<file path="src/rtl/ook_bit_sync.sv">
// ook_bit_sync: OOK slicer with adaptive threshold, edge-aligned bit clock recovery and sync-byte framing.
module ook_bit_sync #(
  parameter int          SPS         = 4,
  parameter int          WIN         = 16,
  parameter logic [7:0]  SYNC        = 8'hD5,
  parameter int          FRAME_BYTES = 4
) (
  input  logic       clk,
  input  logic       rst_n,
  input  logic [7:0] din,
  input  logic       din_valid,
  output logic [7:0] byte_out,
  output logic       byte_valid,
  output logic       frame_end,
  output logic       sync_found,
  output logic       locked,
  output logic [7:0] thr
);
  localparam int PW = $clog2(SPS);
  localparam int WW = $clog2(WIN);
  localparam int BW = $clog2(FRAME_BYTES + 1);
  localparam logic [PW-1:0] PH_LAST = PW'(SPS - 1);
  localparam logic [PW-1:0] PH_DEC = PW'(SPS / 2);
  localparam logic [WW-1:0] WIN_LAST = WW'(WIN - 1);
  localparam logic [BW-1:0] BYTE_LAST = BW'(FRAME_BYTES - 1);

  typedef enum logic {HUNT, RECV} state_t;

  state_t state, state_d;
  logic [7:0] max_r, min_r, mx, mn, shreg, nsh;
  logic [8:0] sum;
  logic [WW-1:0] win_cnt;
  logic [PW-1:0] ph, idx;
  logic [2:0] bitcnt;
  logic [BW-1:0] bytecnt;
  logic last_s, s, dec, sync_hit, byte_done, last_byte;

  always_comb begin
    mx = din > max_r ? din : max_r;
    mn = din < min_r ? din : min_r;
    sum = {1'b0, mx} + {1'b0, mn};
    s = din > thr;
    idx = s != last_s ? '0 : ph == PH_LAST ? '0 : ph + 1'b1;
    dec = din_valid && idx == PH_DEC;
    nsh = {shreg[6:0], s};
    sync_hit = dec && state == HUNT && nsh == SYNC;
    byte_done = dec && state == RECV && bitcnt == 3'd7;
    last_byte = byte_done && bytecnt == BYTE_LAST;
    state_d = sync_hit ? RECV : last_byte ? HUNT : state;
  end

  always_ff @(posedge clk or negedge rst_n)
    if (!rst_n) state <= HUNT;
    else state <= state_d;

  always_ff @(posedge clk or negedge rst_n) begin
    if (!rst_n) begin
      byte_out <= 8'h00;
      byte_valid <= 1'b0;
      frame_end <= 1'b0;
      sync_found <= 1'b0;
      locked <= 1'b0;
      thr <= 8'h80;
      shreg <= 8'h00;
      ph <= '0;
      last_s <= 1'b0;
      win_cnt <= '0;
      max_r <= 8'h00;
      min_r <= 8'hFF;
      bitcnt <= '0;
      bytecnt <= '0;
    end else begin
      byte_valid <= byte_done;
      frame_end <= last_byte;
      sync_found <= sync_hit;
      locked <= state_d == RECV;
      if (din_valid) begin
        last_s <= s;
        ph <= idx;
        if (win_cnt == WIN_LAST) begin
          thr <= sum[8:1];
          max_r <= 8'h00;
          min_r <= 8'hFF;
          win_cnt <= '0;
        end else begin
          max_r <= mx;
          min_r <= mn;
          win_cnt <= win_cnt + 1'b1;
        end
      end
      // cleared at frame end so payload tail bits cannot complete a false sync
      if (dec) shreg <= last_byte ? 8'h00 : nsh;
      if (sync_hit) begin
        bitcnt <= '0;
        bytecnt <= '0;
      end else if (dec && state == RECV) begin
        bitcnt <= bitcnt + 1'b1;
        if (byte_done) begin
          byte_out <= nsh;
          bytecnt <= bytecnt + 1'b1;
        end
      end
    end
  end
endmodule

</file>
<file path="config.mk">
export PLATFORM = sky130hd
export DESIGN_NAME = ook_bit_sync
export DESIGN_NICKNAME = d
export VERILOG_FILES = /design/src/rtl/ook_bit_sync.sv
export SDC_FILE = /design/constraint.sdc
export NUM_CORES = 1
export LEC_CHECK = 0
export ABC_AREA = 1
export CORE_ASPECT_RATIO = 1.25
export CORE_MARGIN = 3
export CORE_UTILIZATION = 38
export CTS_CLUSTER_DIAMETER = 60
export DETAILED_ROUTE_END_ITERATION = 8
export GPL_TIMING_DRIVEN = 1
export PLACE_DENSITY = 0.56
export SYNTH_ARGS = -nofsm -noshare
export SYNTH_HDL_FRONTEND = slang
export SYNTH_SLANG_ARGS = --single-unit
</file>
<file path="constraint.sdc">
create_clock -name clk -period 4 [get_ports clk]
set_input_delay 0.8 -clock clk [delete_from_list [all_inputs] [get_ports clk]]
set_output_delay 0.8 -clock clk [all_outputs]
set_load 0.05 [all_outputs]
</file>
# Word-level counts from Yosys, hierarchy flattened
# Cells that the tools add are included.
classes:
  muxes: 15
  eq_ne: 7
  n_addsub: 5
  div_mod_pow: 0
  n_lt_le_gt_ge: 3
  bitwise_logic: 2
  multipliers: 0
  n_shift: 0
  n_reduce_logical: 12
ops:
  columns: ["op", "n"]
  rows:
  - ["8-bit two-way mux", 4]
  - ["8-bit > comparator", 2]
  - ["3-bit two-way mux", 5]
  - ["8-bit by 8-bit adder with 9-bit output", 1]
  - ["8-bit equality test, second input constant", 1]
  - ["8-bit less-than comparator", 1]
  - ["7-bit two-way mux", 1]
  - ["3-bit by 1-bit adder with 3-bit output, second input constant", 2]
  - ["1-bit logical AND", 6]
  - ["2-bit nonzero test", 3]
  - ["4-bit by 1-bit adder with 4-bit output, second input constant", 1]
  - ["2-bit equality test, second input constant", 2]
  - ["4-bit equality test, second input constant", 1]
  - ["2-bit two-way mux", 2]
  - ["4-bit two-way mux", 1]
  - ["2-bit AND reduction", 2]
  - ["3-bit by 2-bit equality test with 1-bit output, second input constant", 1]
  - ["3-bit equality test, second input constant", 1]
  - ["3-bit AND reduction", 1]
  - ["2-bit by 1-bit adder with 2-bit output, second input constant", 1]
  - ["1-bit two-way mux", 2]
  - ["1-bit NOT", 2]
  - ["1-bit inequality test", 1]
totals:
  inputBits: 11
  regBits: 56
  ram_bits: 0
  output_inout_bits: 20
  wordCells: 58
  mem_count: 0
  latch_bits: 0
  mem_bits_ro: 0

# Depth between registers and ports, before layout
depth:
  word_depth: 10
  ltp_mapped: 24
  mapped_depth_nobuf: 23

# Least setup slack after synthesis
# OpenSTA, ideal clock, no wires.
synth_timing:
  path_type: "input to register"
  from: "in din[5]"
  to: "reg thr[5]"
  n_path_buf: 1
  setup_slack_ns: 0.792
  arrival_time_ns: 3.085
  cell_stages: 17
  required_time_ns: 3.878
  setup_ns: 0.122
  path_cell_list: "ha_1 -> a21oi_2 -> nor2_1 -> nor3_4 -> nand2_4 -> buf_6 -> o21ai_0 -> inv_1 -> fa_1 -> nor2_1 -> o21ai_1 -> nand2_1 -> nand2_1 -> nand2_1 -> nand2_1 -> nand3_1 -> o21ai_1"
synth_via:
  elab_chain_cells: 3
  word_cells_on_any_way: 5
  cone_classes: "1 x add/sub; 2 x order compare; 2 x mux"
synth_rtl:
  columns: ["item", "line_no", "rtl"]
  rows:
  - ["from (decl)", "10", "input logic [7:0] din,"]
  - ["8-bit > comparator / 8-bit less-than comparator (equally long branches)", "39, 40", null]
  - ["8-bit two-way mux, on equally long branches", "39, 40", null]
  - ["8-bit by 8-bit adder with 9-bit output (*)", "41", "sum = {1'b0, mx} + {1'b0, mn};"]
  - ["to (signal assigned)", "81", "thr <= sum[8:1];"]
  - ["to (decl)", "17", "output logic [7:0] thr"]
# Every way passes the cells marked *; elsewhere a longest branch is shown, timed or not.
# A chain may end at the register's enable or synchronous reset.

# Worst setup path in the final report
# Same ends and word-level chain as after synthesis.

==> out/metrics.csv <==
metric,value,unit
first-pass GRT wire length,14500,um
VDD IR max,0.000333,V
initial antenna violation count,0,
pins over their slew limit,0,
clock transition at the registers of the reported paths,0.11,ns
TritonCTS clock tree,yes,
Post-Syn Nets,492,
Cells after Synth,447,
"Top cell by count, worst path",nand2_1,
"Slowest-stage cell, CP",fa_1,
"Data required, critical path",4.21,ns
die height,114,um
Core Area,0.00884,mm^2
Root Driver,clkbuf_8,
vias,2996,
layout cells sized above 1,12.2,%
Worst R2R End,thr[5],
largest net degree at the start of global routing,42,
io pins,31,
Pwr Density,803,mW/mm^2
post-DP HPWL,6640,um
PortBufs,30,
met3 Usage GRT,2.84,%
CP max FO,16,
Final GP Congestion,0.890,
setup repair bufs after CTS,0,
met2 GRT Util,31.2,%
Hold EP,bitcnt[2],
Yosys cell types,35,
total CTS buffers,5,
All-Layer GR Usage,17.5,%
fill count,922,
Layout Skew,0.0138,ns
Synth-to-Final Area Change,17.2,%
hold wc startpoint,bitcnt[2],
Detail Route Antenna Nets,0,
Synth Warn #,0,
flop2flop setup slack,1.00,ns
unrepaired setup endpoints after global routing,false,
ranking of synthesized cells by area,"dfrtp_1 33%, nand2_1 13%, ha_1 12%, inv_1 6.9%, dfstp_2 6.7%",
DRC Markers,0,
vias per cell,4.90,
post-DR wirelength/cell,13.9,um
Detailed Route Iter0 Violations,112,
Hold WC Path Type,flip-flop to flip-flop,
status,"complete, no violations",
CTS max path bufs,2,
worst hold path depth,2,
Max Freq,0.288,GHz
setup TNS,0,ns
htree depth,2,
Tightest Pin Transition,0.952,ns
Initial Util,39.9,%
Post-Route WL,8500,um
hold_buf cts,0,
worst reg2reg path startpoint,min_r[5],
"area leader, netlist",dfrtp_1,
Final Setup Violations,0,
Leak,2.13,nW
CP endpoint kind,flip-flop,
fin cells,612,
crit path cell chain,clkdlybuf4s50_1 -> ha_1 -> a21oi_1 -> nor2_1 -> nor2_1 -> nand2_2 -> nand2_2 -> o21ai_0 -> fa_1 -> nor2_1 -> o21ai_1 -> nand2_1 -> nand2_1 -> nand2_1 -> nand2_1 -> nand3_1 -> o21ai_1,
nets@finish,536,
Die X,92.2,um
DRT Pass-1 Iters,4,
critical path's largest stage delay,0.49,ns
num rows,38,
total die area,0.0105,mm^2
critical path type,primary input to flip-flop,
Fin. Hold Viols,0,
CTS resizes,0,
synthesized area,0.00353,mm^2
reg2reg path depth,17,
final period utilization,86.9,%
CP Launch Type,primary input,
Yosys top cell area share,33.4,%
GRT met1 Usage,20.9,%
Syn Area/Cell,7.89,um^2
clk sinks,56,
post-synthesis sequential area ratio,40.1,%
Crit path arrival time,3.68,ns
Synth Register Bits,56,
total grt overflow,0,
gr busiest metal,met2,
max-capacitance violation count,0,
n_diodes,0,
Final Critical Period,3.48,ns
relative slew slack,36.5,%
vias in the first global route,3080,
Post-Place Cells,604,
Worst-Skew Late Latency,0.33,ns
[cells in the final DEF, fill, tap and decap left out, types with 5 or more instances in the layout]
master           count
a21oi_1             14
buf_4               17
clkbuf_8             5
clkdlybuf4s50_1     29
dfrtp_1             47
dfstp_2              9
ha_1                33
inv_1               65
nand2_1            122
nand2_2              6
nand2_4              6
nand3_1             40
nand4_1              5
nor2_1              14
nor2_2               5
o21ai_0             32
o21ai_1              6
o22ai_1             14
[through the flow]
step	worst slack [ns]	power [mW]	util (%)	hold slack (ns)	cell area, um^2
final	0.523	3.32	46.7	0.487	4130
after global routing	0.169	3.68	46.7	0.520	4130
after CTS	0.498	3.35	46.7	0.494	4130
after detailed placement	0.158	2.99	45.7	0.470	4040
after global placement	0.241	2.96	45.7	0.460	4040
after floorplan	0.792	2.46	-	0.446	3530
[cell usage after synthesis]
library cell and n:
nand2_1 122, ha_1 33, fa_1 1, and3_1 1, nor4_1 1, buf_2 3, o21ai_1 6, dfstp_2 9
nor2_4 1, inv_2 2, buf_1 2, o21ai_0 32, o31ai_1 1, nor2_1 14, a21oi_1 14, nand3_2 1
nand3b_1 2, xor2_1 2, clkbuf_1 2, nand4_2 1, o21a_1 1, o21ai_2 1, nand4_1 5, nor3_4 1
dfrtp_1 47, inv_1 65, nand3_1 40, a21oi_2 1, nand2_4 6, buf_4 1, nor2_2 5, buf_6 2
o22ai_1 14, a21o_1 2, nand2_2 6
[area by class of cell]
class / instances / area [um^2] / share of cell area, %
Clock inverter: 3 / 25.0 / 0.606
Tap cell: 120 / 150 / 3.63
Timing Repair Buffer: 47 / 423 / 10.2
Sequential cell: 56 / 1410 / 34.2
Multi-Input combinational cell: 314 / 1800 / 43.6
Clock buffer: 5 / 68.8 / 1.67
Inverter: 67 / 251 / 6.09
[registers in the layout (all words and copies together), names as in the netlist, 2 cells and up]
name	flops
bitcnt	3
min_r	8
bytecnt	3
thr	8
win_cnt	4
shreg	7
byte_out	8
max_r	8
ph	2
[routing by layer]
| layer | vias to the layer above | part of all wire [%] |
|---|---|---|
| met1 | 1405 | 44 |
| met3 | 11 | 2.5 |
| met2 | 39 | 51 |
| li1 | 1541 | - |
| met5 | - | 0 |
| met4 | 0 | 2.2 |
[worst max-delay path, delay by kind of cell]
family / cells / cell delay (ns)
fa+ha+maj: 2 / 0.83
compound gates: 4 / 0.56
buf+inv: 1 / 0.47
simple gates: 10 / 1.04
[where the power goes]
group | internal [mW] | switching (mW) | leakage, nW
registers | 0.796 | 0.140 | 0.698
logic | 0.737 | 1.30 | 1.39
clock network | 0.128 | 0.213 | 0.0452
[worst max path at each step]
stage | slack [ns] | endpoint | startpoint
6_report | 0.52 | thr[5] | din[5]
5_1_grt | 0.17 | thr[5] | din[5]
4_1_cts | 0.50 | thr[5] | din[5]
3_5_place_dp | 0.16 | thr[5] | din[5]
3_3_place_gp | 0.24 | thr[5] | din[5]
2_1_floorplan | 0.79 | thr[5] | din[5]
[logic make-up after synthesis]
logic type | share of synthesized area (%)
flip-flops | 40.1
buffers and inverters | 8.84
adder cells (fa/ha/maj) | 12.3
AO/OA/AOI/OAI | 11.2
XOR/XNOR | 0.497
AND/OR/NAND/NOR | 27.1
Note: power is estimated with default switching activity, not from simulation.
